==> config.mk <==
export PLATFORM = sky130hd
export DESIGN_NAME = register_file
export DESIGN_NICKNAME = d
export VERILOG_FILES = /design/src/rtl/register_file.sv
export SDC_FILE = /design/constraint.sdc
export NUM_CORES = 2
export LEC_CHECK = 0
export ABC_CLOCK_PERIOD_IN_PS = 2800
export CAP_MARGIN = 20
export CORE_MARGIN = 2
export CORE_UTILIZATION = 57
export DETAILED_ROUTE_END_ITERATION = 6
export DONT_BUFFER_PORTS = 1
export PLACE_DENSITY = 0.75
export SETUP_SLACK_MARGIN = 0.02
export SYNTH_ARGS = -nofsm -noshare
export SYNTH_HDL_FRONTEND = slang
export SYNTH_SLANG_ARGS = --single-unit
==> constraint.sdc <==
create_clock -name clock -period 2.8 [get_ports clock]
set_input_delay 0.42 -clock clock [delete_from_list [all_inputs] [get_ports clock]]
set_output_delay 0.42 -clock clock [all_outputs]
set_load 0.005 [all_outputs]
==> src/rtl/register_file.sv <==
// RV32I integer register file: 32 x XLEN, two bypassed combinational read ports,
// one writeback port, and a per-register pending-writer scoreboard for RAW stalls.
module register_file #(
   parameter int XLEN   = 32,
   parameter int PEND_W = 2
) (
   input  logic            clock,
   input  logic            reset,
   input  logic            wb_enable,
   input  logic [4:0]      rs_d,
   input  logic [XLEN-1:0] reg_d,
   input  logic [4:0]      addr_rs1,
   input  logic [4:0]      addr_rs2,
   output logic [XLEN-1:0] data_rs1,
   output logic [XLEN-1:0] data_rs2,
   input  logic            issue_valid,
   input  logic            issue_wb,
   input  logic [4:0]      issue_rd,
   input  logic            flush,
   output logic            rs1_busy,
   output logic            rs2_busy,
   output logic            rd_full
);

   localparam logic [PEND_W-1:0] CNT_MAX = {PEND_W{1'b1}};

   logic [XLEN-1:0]   regs [32];
   logic [PEND_W-1:0] cnt  [32];

   logic              wb_hit;
   logic              full_raw;
   logic              inc;
   logic              dec;
   logic [PEND_W-1:0] thr1;
   logic [PEND_W-1:0] thr2;

   // Issue handshake: an issue is accepted (counted) only when issue_valid is high
   // and rd_full is low in the same cycle; otherwise decode must hold it.
   assign wb_hit   = wb_enable && (rs_d != 5'd0);
   assign full_raw = issue_wb && (issue_rd != 5'd0) && (cnt[issue_rd] == CNT_MAX);
   assign inc      = issue_valid && issue_wb && (issue_rd != 5'd0) && !full_raw;
   assign dec      = wb_hit && (cnt[rs_d] != '0);

   always_ff @(posedge clock) begin
      if (reset) begin
         for (int r = 0; r < 32; r++) begin
            regs[r] <= '0;
            cnt[r]  <= '0;
         end
      end else begin
         if (wb_hit)
            regs[rs_d] <= reg_d;
         if (flush) begin
            for (int r = 0; r < 32; r++)
               cnt[r] <= '0;
         end else begin
            // Matching inc and dec on one register cancel out.
            for (int r = 1; r < 32; r++) begin
               if (inc && issue_rd == 5'(r) && !(dec && rs_d == 5'(r)))
                  cnt[r] <= cnt[r] + PEND_W'(1);
               else if (dec && rs_d == 5'(r) && !(inc && issue_rd == 5'(r)))
                  cnt[r] <= cnt[r] - PEND_W'(1);
            end
         end
      end
   end

   // A writer retiring this cycle is forwarded by the bypass, so it is not a stall.
   assign thr1 = (wb_hit && rs_d == addr_rs1) ? PEND_W'(1) : '0;
   assign thr2 = (wb_hit && rs_d == addr_rs2) ? PEND_W'(1) : '0;

   always_comb begin
      data_rs1 = '0;
      if (!reset && addr_rs1 != 5'd0)
         data_rs1 = (wb_hit && rs_d == addr_rs1) ? reg_d : regs[addr_rs1];
   end

   always_comb begin
      data_rs2 = '0;
      if (!reset && addr_rs2 != 5'd0)
         data_rs2 = (wb_hit && rs_d == addr_rs2) ? reg_d : regs[addr_rs2];
   end

   assign rs1_busy = !reset && (addr_rs1 != 5'd0) && (cnt[addr_rs1] > thr1);
   assign rs2_busy = !reset && (addr_rs2 != 5'd0) && (cnt[addr_rs2] > thr2);
   assign rd_full  = !reset && full_raw;

endmodule

# Yosys cells after proc, flatten, opt, wreduce, memory -nomap -nowiden
# Memories as Yosys holds them, arrays and structs flattened.
# Index checks and enable logic that the tools add are counted.
dict set report word_totals {
  wordCells 823
  latch_bits 0
  ff_bits 0
  mem_count 2
  in_bits 58
  rom_bits 0
  ram_bits 1088
  output_inout_bits 67
}
dict set report op_classes {
  n_bitwise 94
  add_sub_neg 62
  shift 0
  n_reduce_logical 208
  n_mux 390
  div_mod_pow 0
  n_eq_ne 65
  order_cmp 2
  multipliers 0
}
# memory words word_bits rd rd_ports_with_merged_regs wr line_no
set mem_list {}
lappend mem_list {regs 32 32 2 0 32 27} ;# logic [XLEN-1:0] regs [32];
lappend mem_list {cnt 32 2 35 0 32 28} ;# logic [PEND_W-1:0] cnt [32];
# op count
set op_table {}
lappend op_table {{$mux W1} 290}
lappend op_table {{$mux W2} 94}
lappend op_table {{$eq A5 B5 Y1 const B} 32}
lappend op_table {{$mux W32} 5}
lappend op_table {{$logic_and A1 B1 Y1} 138}
lappend op_table {{$or A1 B1 Y1} 94}
lappend op_table {{$eq A5 B4 Y1 const B} 16}
lappend op_table {{$logic_not A1 Y1} 64}
lappend op_table {{$add A2 B1 Y2 const B} 31}
lappend op_table {{$sub A2 B1 Y2 const B} 31}
lappend op_table {{$eq A5 B3 Y1 const B} 8}
lappend op_table {{$reduce_or A32 Y1} 1}
lappend op_table {{$eq A5 B2 Y1 const B} 4}
lappend op_table {{$reduce_bool A5 Y1} 4}
lappend op_table {{$eq A5 B1 Y1 const B} 2}
lappend op_table {{$eq A5 B5 Y1} 2}
lappend op_table {{$mux W5} 1}
lappend op_table {{$gt A2 B1 Y1} 2}
lappend op_table {{$eq A2 B2 Y1 const B} 1}
lappend op_table {{$reduce_bool A2 Y1} 1}

# Logic depth before layout (Yosys ltp)
dict set report logic_depth {
  depth_word 14
  depth_mapped 12
  depth_no_buf 9
}

# Worst setup path before layout
# Ideal clock, no wire load.
dict set report synth_timing {
  path_kind {input -> output}
  from {in addr_rs1[1]}
  to {out rs1_busy}
  n_path_buf 3
  stages 10
  required_ns 2.380
  slack_ns -0.161
  arrival_time_ns 2.541
  path_cell_list {clkbuf_1 buf_1 clkbuf_1 mux4_2 o221ai_1 nand2_1 o21ai_0 ha_1 nor2_1 o21a_1}
}
dict set report synth_via {
  elab_chain_len 5
  word_cells_on_any_way 8
  cone_classes {order compare (1); eq/ne (1); mux (1); reduce/logical (4); memory (1)}
}
# element line_no
set synth_lines {}
lappend synth_lines {{from (decl)} 12} ;# input logic [4:0] addr_rs1,
lappend synth_lines {{branches (longest 4 deep; another with $mem_v2 Z32 W2)} n/a}
lappend synth_lines {{$logic_and A1 B1 Y1 *} 84} ;# assign rs1_busy = !reset && (addr_rs1 != 5'd0) && (cnt[addr_rs1] > thr1);
lappend synth_lines {{to (decl)} 20} ;# output logic rs1_busy,
# Every way passes the cells marked *.

# Final worst setup path
dict set report layout_timing {
  from {in addr_rs2[0]}
  to {out rs2_busy}
}
dict set report layout_via {
  elab_chain_len 5
  word_cells_on_any_way 8
  cone_classes {order compare (1); eq/ne (1); mux (1); reduce/logical (4); memory (1)}
}
# element line_no
set layout_lines {}
lappend layout_lines {{from (decl)} 13} ;# input logic [4:0] addr_rs2,
lappend layout_lines {{branches (longest 4 deep; another with $mem_v2 Z32 W2)} n/a}
lappend layout_lines {{$logic_and A1 B1 Y1 *} 85} ;# assign rs2_busy = !reset && (addr_rs2 != 5'd0) && (cnt[addr_rs2] > thr2);
lappend layout_lines {{to (decl)} 21} ;# output logic rs2_busy,
# Marked as above.

==> metrics.csv <==
stage,metric,value,unit
layout,Layout area overhead,19.32,%
logic_synthesis,ys async rst share,0,%
timing,Sum Neg Setup Slack,-45.23,ns
critical_path,Worst setup SP type,input pin,
detailed_routing,via count,46770,
layout,area of the multi-input gates,30360,µm²
clocking,H-tree level count,3,
clocking,CTS buffer count,114,
power_and_ir_drop,Power Dens Cells,545.9,nW/µm²
power_and_ir_drop,Max VDD drop,0.0005131,V
timing,fin. max-slew vios,206,
layout,# fillers,7383,
die,Die Width,334.0,µm
detailed_routing,Via density,7.081,
logic_synthesis,Post-Syn Area,62070,µm²
place,port bufs,0,
layout,share of cells above drive strength 1,31.24,%
detailed_routing,drt pass-1 iters,6,
detailed_routing,Antenna Nets Post-Route,0,
global_routing,Global Route Usage Sum,38.05,%
logic_synthesis,Synth Flop Type,edfxtp_1,
logic_synthesis,flop and latch count out of synthesis,1086,
place,RePlAce Congestion,0.9441,
min_path,Hold Startpoint,issue_rd[1],
job,maxcap violations,0,
place,placed insts,6291,
layout,final-stage net count,5152,
logic_synthesis,largest cells by area after synthesis,"edfxtp_1 53%, mux4_2 11%, and2_1 10%",
layout,final instance count without filler cells,6606,
die,number of primary I/O pins,125,
logic_synthesis,count of different cell masters after synthesis,68,
critical_path,RR Startpoint,cnt[8][1],
logic_synthesis,Mean Syn Cell Area,12.62,µm²
clocking,clk_lat worst skew,0.72,ns
timing,RSZ-0062 raised after global routing,true,
critical_path,critical path peak fanout,405,
critical_path,"Largest stage delay, worst path",1.37,ns
power_and_ir_drop,Lkg Pwr,0.02649,µW
timing,final setup vio count,63,
critical_path,slowest CP cell,mux4_2,
critical_path,critical setup path kind,input pin to output pin,
timing,Max-slew headroom,-64.63,%
critical_path,Top delay family on crit path,multiplexers,
die,core area,108400,µm²
status,status,"finished, violations left",
logic_synthesis,post-synth top area share,52.54,%
global_routing,largest net degree at the start of global routing,409,
status,failing checks,"max-slew violations, negative setup slack",
timing,Slew @ Worst Pin,2.469,ns
critical_path,crit path from,addr_rs2[0],
timing,clock skew,0.02034,ns
layout,"commonest non-fill, non-tap cell in the layout",edfxtp_1,
global_routing,antenna violations before repair,9,
detailed_routing,routed len/inst,33.42,µm
critical_path,CP endpoint kind,output pin,
critical_path,CP bufs+invs,0,
clocking,Clock Sinks,1086,
die,die area,111500,µm²
logic_synthesis,Mapped Cells,4919,
place,Post-DP HPWL,121700,µm
critical_path,Critical Path RT,2.38,ns
logic_synthesis,leading area contributor after synthesis,edfxtp_1,
layout,Register Area,32610,µm²
critical_path,Worst R2R Setup Slack,0.10,ns
timing,max frequency,219.2,MHz
clocking,clock buffer depth,3,
die,die height,334.0,µm
die,Starting Density,57.26,%
global_routing,total gr overflow,0,
critical_path,critical path arrival,4.14,ns
critical_path,worst-path cell chain,mux4_2 -> mux4_2 -> mux2i_1 -> ha_1 -> nor2_1 -> o21a_1,
detailed_routing,Initial DRC Count,7522,
critical_path,Crit path top cell by count,mux4_2,
min_path,Hold Path Class,input pin to flop,
timing,final setup margin,-1.763,ns
layout,most frequent cells in the layout,"1,086 x edfxtp_1, 998 x and2_1, 399 x mux2i_1, 337 x buf_4, 295 x mux4_2",
die,num rows,121,
detailed_routing,Post-Route WL,220800,µm
logic_synthesis,synth warn,0,
logic_synthesis,"Seq/Total Area, Yosys",52.54,%
clocking,Worst-path clk slew,0.06,ns
global_routing,vias in the first global route,45450,
global_routing,first-pass GRT wire length,307300,µm
timing,Tmin final,4.563,ns
clocking,CTS tree,done,
timing,Fin. Hold Viols,0,
detailed_routing,number of remaining DRC errors,0,
logic_synthesis,Post-synth EDFFs,1086,
timing,period utilization,162.9,%
power_and_ir_drop,PnR Total Power,40430,µW
clocking,root buf cell,clkbuf_16,
==> worst reg2reg max path, delay by kind of cell, from the launching register on <==
kind	cells	cell delay, ns
flip-flops	1	0.46
AO/OA/AOI/OAI	2	0.24
XOR/XNOR	1	0.16
buffers and inverters	1	0.19
AND/OR/NAND/NOR	4	1.39
==> worst paths after layout <==
path / end / depth (start not counted)
setup reg to reg: cnt[29][1] / 8
hold / removal: cnt[12][1] / 3
hold reg to reg: cnt[5][0] / 2
setup / recovery: rs2_busy / 6
==> logic make-up (layout without fill, tap and decap cells) <==
kind of cell | Yosys count | after routing | synth area share (%)
DFF | 1086 | 1086 | 52.54
and+or+nand+nor | 1581 | 1581 | 14.64
xor gates and xnor gates | 72 | 72 | 1.016
other | 1 | 44 | 0.006042
adders and majority gates | 2 | 2 | 0.04031
buffers and inverters | 488 | 718 | 3.219
muxes | 839 | 839 | 19.76
AOI/OAI and AO/OA | 850 | 850 | 8.785
==> cells in the mapped netlist, types with 65 or more instances <==
library cell and count:
mux2_2 137, nor2_1 200, mux4_2 295, and2_1 999, a221oi_1 131, o211ai_1 65, o21ai_0 330, buf_2 76
a22oi_1 132, nand2_1 135, clkbuf_1 369, nor3_1 77, a21oi_1 141, mux2i_1 406, edfxtp_1 1086
==> cell type report <==
type                            instances  share of cell area (%)
Antenna cell                           12                 0.04055
Clock buffer                          141                   4.046
Clock inverter                         63                  0.8025
Inverter                                1                0.005068
Multi-Input combinational cell       3376                   40.99
Sequential cell                      1086                   44.03
Tap cell                             1414                   2.389
Timing Repair Buffer                  513                   7.690
==> power by group <==
part           leakage [µW]  internal (µW)  switching [µW]
Clock               0.00175           8540            6530
Sequential           0.0104          18800             502
Combinational        0.0143           2850            3240
==> flip-flops by register name, summed over array words and instances, names as in the netlist <==
name  cells
regs   1024
cnt      62
==> per-layer routing <==
metal / global-route usage, % / part of all wire [%] / up-vias / routed length (µm)
met3: 10.86 / 14 / 845 / 30800
met5: 0 / 0.024 / - / 53
li1: - / - / 18970 / -
met2: 57.60 / 45 / 3877 / 98720
met1: 49.24 / 34 / 23080 / 75540
met4: 22.12 / 7.1 / 4 / 15680
==> what timing repair did <==
| item | 4_1_cts | 5_1_grt |
|---|---|---|
| setup endpoints to repair | 67 | 149 |
| pin swaps | 177 | 163 |
| hold buffers | 33 | 0 |
| buffers inserted | 31 | 50 |
| gates resized for setup | 476 | 348 |
| endpoints found under the hold margin | 1024 | 0 |
| gates cloned | 0 | 12 |
==> per-stage QoR <==
step	hold WS, ns	area [µm²]	utilization (%)	setup slack (ns)
floorplan	0.6182	62230	-	-0.003969
global placement	0.5502	66210	61.08	-0.2791
detailed placement	0.5514	66210	61.08	-0.2627
CTS	0.03832	71440	65.91	-0.4611
global route	0.06056	74040	68.30	-0.4941
finish	0.07773	74060	68.32	-1.763
(Power assumes the default switching activity.)
